===== config.mk =====
export PLATFORM = sky130hd
export DESIGN_NAME = rv_operand_fetch
export DESIGN_NICKNAME = d
export VERILOG_FILES = /design/src/rtl/rv_operand_fetch.sv
export SDC_FILE = /design/constraint.sdc
export NUM_CORES = 1
export LEC_CHECK = 0
export CAP_MARGIN = 0
export CORE_AREA = 2 2 188 190
export DETAILED_ROUTE_END_ITERATION = 6
export DIE_AREA = 0 0 190 192
export PLACE_DENSITY_LB_ADDON = 0.08
export SLEW_MARGIN = 0
export SYNTH_ARGS = -nofsm -noshare
export SYNTH_HDL_FRONTEND = slang
export SYNTH_SLANG_ARGS = --single-unit

===== constraint.sdc =====
create_clock -name clk -period 2.2 [get_ports clk]
set_input_delay 0.44 -clock clk [delete_from_list [all_inputs] [get_ports clk]]
set_output_delay 0.44 -clock clk [all_outputs]
set_load 0.02 [all_outputs]

===== src/rtl/rv_operand_fetch.sv =====
// Operand fetch stage: holds one decoded instruction, reads its sources from a
// registered-read register file and forwards in-flight writebacks into the operands.
module rv_operand_fetch (
  input  logic        clk,
  input  logic        rstn,

  input  logic        in_valid_i,
  output logic        in_ready_o,
  input  logic [4:0]  in_rs1_i,
  input  logic [4:0]  in_rs2_i,
  input  logic [4:0]  in_rd_i,
  input  logic [63:0] in_pc_i,

  output logic [4:0]  rf_rd_reg1_o,
  output logic [4:0]  rf_rd_reg2_o,
  input  logic [63:0] rf_rd_data1_i,
  input  logic [63:0] rf_rd_data2_i,

  input  logic [4:0]  wb_reg_i,
  input  logic [63:0] wb_data_i,
  input  logic        wb_en_i,

  input  logic        flush_i,

  output logic        out_valid_o,
  input  logic        out_ready_i,
  output logic [63:0] out_rs1_data_o,
  output logic [63:0] out_rs2_data_o,
  output logic [4:0]  out_rd_o,
  output logic [63:0] out_pc_o
);

  logic        out_valid;
  logic        accept;
  logic [4:0]  hold_rs1;
  logic [4:0]  hold_rs2;
  logic [4:0]  hold_rd;
  logic [63:0] hold_pc;

  logic        d_en;
  logic [4:0]  d_reg;
  logic [63:0] d_data;

  logic        wb_hit1;
  logic        wb_hit2;
  logic        d_hit1;
  logic        d_hit2;

  assign in_ready_o = !flush_i && (!out_valid || out_ready_i);
  assign accept     = in_valid_i && in_ready_o;

  // The RF read is registered, so the address for the next cycle's data must
  // already point at the incoming instruction on the accepting cycle.
  assign rf_rd_reg1_o = accept ? in_rs1_i : hold_rs1;
  assign rf_rd_reg2_o = accept ? in_rs2_i : hold_rs2;

  always_ff @(posedge clk) begin
    if (!rstn) begin
      out_valid <= 1'b0;
      hold_rs1  <= 5'd0;
      hold_rs2  <= 5'd0;
      hold_rd   <= 5'd0;
      hold_pc   <= 64'd0;
    end else if (flush_i) begin
      out_valid <= 1'b0;
    end else if (accept) begin
      out_valid <= 1'b1;
      hold_rs1  <= in_rs1_i;
      hold_rs2  <= in_rs2_i;
      hold_rd   <= in_rd_i;
      hold_pc   <= in_pc_i;
    end else if (out_ready_i) begin
      out_valid <= 1'b0;
    end
  end

  // A write landing on the same edge as the RF read returns the old value;
  // this one-cycle copy of the writeback bus patches that window.
  always_ff @(posedge clk) begin
    if (!rstn) begin
      d_en   <= 1'b0;
      d_reg  <= 5'd0;
      d_data <= 64'd0;
    end else begin
      d_en   <= wb_en_i;
      d_reg  <= wb_reg_i;
      d_data <= wb_data_i;
    end
  end

  assign wb_hit1 = wb_en_i && (|wb_reg_i) && (wb_reg_i == hold_rs1);
  assign wb_hit2 = wb_en_i && (|wb_reg_i) && (wb_reg_i == hold_rs2);
  assign d_hit1  = d_en && (|d_reg) && (d_reg == hold_rs1);
  assign d_hit2  = d_en && (|d_reg) && (d_reg == hold_rs2);

  always_comb begin
    out_rs1_data_o = rf_rd_data1_i;
    if (hold_rs1 == 5'd0) begin
      out_rs1_data_o = 64'd0;
    end else if (wb_hit1) begin
      out_rs1_data_o = wb_data_i;
    end else if (d_hit1) begin
      out_rs1_data_o = d_data;
    end
  end

  always_comb begin
    out_rs2_data_o = rf_rd_data2_i;
    if (hold_rs2 == 5'd0) begin
      out_rs2_data_o = 64'd0;
    end else if (wb_hit2) begin
      out_rs2_data_o = wb_data_i;
    end else if (d_hit2) begin
      out_rs2_data_o = d_data;
    end
  end

  assign out_valid_o = out_valid;
  assign out_rd_o    = hold_rd;
  assign out_pc_o    = hold_pc;

endmodule

==> flow_metrics.py <==
metrics = {
    "setup_path": {
        "critPathSlowestCell": "or4_4",
        "path_delay_family": "buffers and inverters",
        "crit_path_frequent_cell": "buf_12",
        "endpoint_kind": "output pin",
        "start_kind": "flip-flop",
        "path_buf_inv": 4,
        "path_max_fanout": 8,
        "crit_type": "flip-flop to output pin",
        "slowest_delay_ns": 0.57,
        "critPathRequiredTime_ns": 1.76,
        "r2r_slack_ns": 0.68,
        "path_cells": "or4_4 > o21ai_4 > buf_12 > buf_12 > buf_12 > o31ai_4 > a31oi_2 > buf_4",
        "arrival_ns": 2.46,
    },
    "cts": {
        "clk_pin_slew_ns": 0.06,
        "clockBufferDepth": 2,
        "numCtsBuffers": 17,
        "cts-root-buf": "clkbuf_16",
        "clock-sinks": 150,
        "clk_latency_ns": 0.45,
        "cts_tree": "yes",
        "htree_levels": 4,
    },
    "synthesis": {
        "synth_area_leaders": "dfxtp_1 32%, o31ai_1 20%, a31oi_1 8.5%",
        "ys_types": 32,
        "ys_warn_count": 0,
        "ys_async_sr_fraction_pct": 0,
        "synth_nets": 1458,
        "synth_seq_area_share_pct": 32.0,
        "ys_seq_elements": 150,
        "synth_flop_cell": "dfxtp_1",
        "syn_area_per_cell_um2": 7.98,
        "synth_top_area_share_pct": 32.0,
        "synth_edf_count": 0,
        "syn-cell-area_um2": 9390,
        "synth_top_cell_by_area": "dfxtp_1",
        "postSynthCellCount": 1176,
    },
    "sta": {
        "worst_slack_ns": -0.701,
        "finalHoldViolations": 0,
        "min_period_ns": 2.90,
        "relSlewSlack_pct": 69.0,
        "timing.fmax_mhz": 345,
        "finalSetupViolCount": 128,
        "maxSlewViolCount": 0,
        "skew_ns": 0.0106,
        "worst_pin_slew_ns": 0.465,
        "timing.final.crit_share_pct": 132,
        "hold_slack_ns": 0.380,
        "grt_setup_unrepaired": "true",
    },
    "worst_hold_path": {
        "hold_class": "input port to flip-flop",
    },
    "global_route": {
        "grt_pass1_wl_um": 78300,
        "grt_remaining_overflow": 0,
        "grt_max_degree": 47,
        "grt_pass1_vias": 12600,
        "antenna_found_initial": 5,
        "grt.total_usage_pct": 27.8,
    },
    "floorplan": {
        "start_util_pct": 27.4,
        "num_rows": 68,
        "die_area_um2": 36500,
        "design.core.area_um2": 34300,
        "die_x_um": 190,
        "die_h_um": 192,
        "ioPinCount": 491,
    },
    "layout": {
        "post-route-util_pct": 56.4,
        "final_cell_mix": "342 x clkdlybuf4s50_1, 215 x buf_4, 199 x o31ai_1, 143 x dfxtp_1, 138 x nand2_1",
        "instances_no_fill": 2228,
        "multi_input_area_um2": 7280,
        "fillerInstances": 3071,
        "final_nets": 2037,
        "seq_area_um2": 3020,
        "area_delta_synth_final_pct": 106,
        "mostFrequentLayoutCell": "clkdlybuf4s50_1",
        "finalInstanceArea_um2": 19300,
        "drive_above_1_share_pct": 36.2,
    },
    "drt": {
        "drc": 0,
        "avgRoutedWirePerCell_um": 23.7,
        "first_pass_iters": 7,
        "drtIter0Drc": 933,
        "postRouteAntennaNets": 0,
        "vias": 12600,
        "routed_wl_um": 52900,
        "via_per_inst": 5.63,
    },
    "power_and_ir_drop": {
        "p_leak_nw": 6.84,
        "peakVddDrop_uv": 380,
        "power-per-cell-area_nw_per_um2": 559,
    },
    "place": {
        "portBuffers": 490,
        "preCtsSetupSlack_ns": -1.41,
        "place_hpwl_um": 35600,
        "gp_congestion": 0.842,
        "dp_cells": 2137,
        "place_area_um2": 17300,
    },
    "status": {
        "status": "finished with violations",
        "violations": "setup timing",
    },
    "run": {
        "maxCapViolations": 0,
    },
}
timing repair:
action | 4_1_cts | 5_1_grt
setup endpoints to repair | 138 | 139
resized for setup | 737 | 121
pin swaps | 32 | 62
hold buffers | 0 | 0
buffers inserted | 19 | 8
gates cloned | 19 | 12
final timing paths:
| kind | cells after the start | from | end |
|---|---|---|---|
| max | 8 | d_reg[2] | out_rs1_data_o[4] |
| min | 3 | wb_reg_i[2] | d_reg[2] |
| max reg2reg | 6 | out_valid_o | out_pc_o[10] |
| min reg2reg | 2 | out_pc_o[41] | out_pc_o[41] |
where the power goes:
part | switching, W | total (W) | internal, W | leakage [nW]
logic | 0.00256 | 0.00485 | 0.00229 | 5.32
registers | 0.0000837 | 0.00293 | 0.00285 | 1.24
clock network | 0.00141 | 0.00303 | 0.00162 | 0.286
total | 0.00406 | 0.0108 | 0.00676 | 6.84
cells in the mapped netlist, types with 2 or more instances:
library cell,instances
nor3_2,2
xor2_1,10
mux2_2,10
nor3_1,2
a21boi_0,69
or3_1,2
o31ai_1,256
or2_2,2
o2111ai_2,2
or4_4,2
clkbuf_1,84
or2_1,2
and2_1,80
nand4_1,128
nand3_1,3
buf_2,24
buf_6,14
buf_4,18
a31oi_1,128
nand2_1,140
xnor2_1,10
dfxtp_1,150
buf_1,25
nor2_1,5
metal layers:
layer,GRT usage (%),share of wire [%]
met4,9.78,3.3
met5,0,0
met1,34.2,40
met2,47.3,48
met3,6.82,8.7
cell families (layout without fill, tap and decap cells):
logic type | count (synthesis) | after routing | synth area share, %
muxes | 10 | 10 | 1.20
and+or+nand+nor | 371 | 371 | 21.0
xor gates and xnor gates | 20 | 20 | 1.87
buffers and inverters | 167 | 756 | 8.85
AOI/OAI and AO/OA | 458 | 461 | 35.1
DFF | 150 | 150 | 32.0
other | 0 | 5 | 0
layout make-up:
type,count,area share [%]
diodes,5,0.0647
clock buffers,18,2.22
clock inverters,14,0.803
inverters,1,0.0194
multi-input cells,862,37.6
flip-flops and latches,150,15.6
well taps,455,2.95
repair buffers,723,40.7
stage by stage:
| stage | total power (W) | setup TNS (ns) |
|---|---|---|
| final | 0.0108 | -81.85 |
| after global routing | 0.0112 | -90.85 |
| after CTS | 0.0107 | -91.01 |
| after detailed placement | 0.00744 | -168.84 |
| after global placement | 0.00741 | -168.39 |
| after floorplan | 0.00503 | -9.78 |
worst reg2reg max path, delay by kind of cell (launching register included):
kind,cells,cell delay (ns)
buf+inv,2,0.53
simple gates,3,0.40
flops,1,0.36
compound gates,1,0.15
No activity file was read; power rests on OpenSTA's default activity.
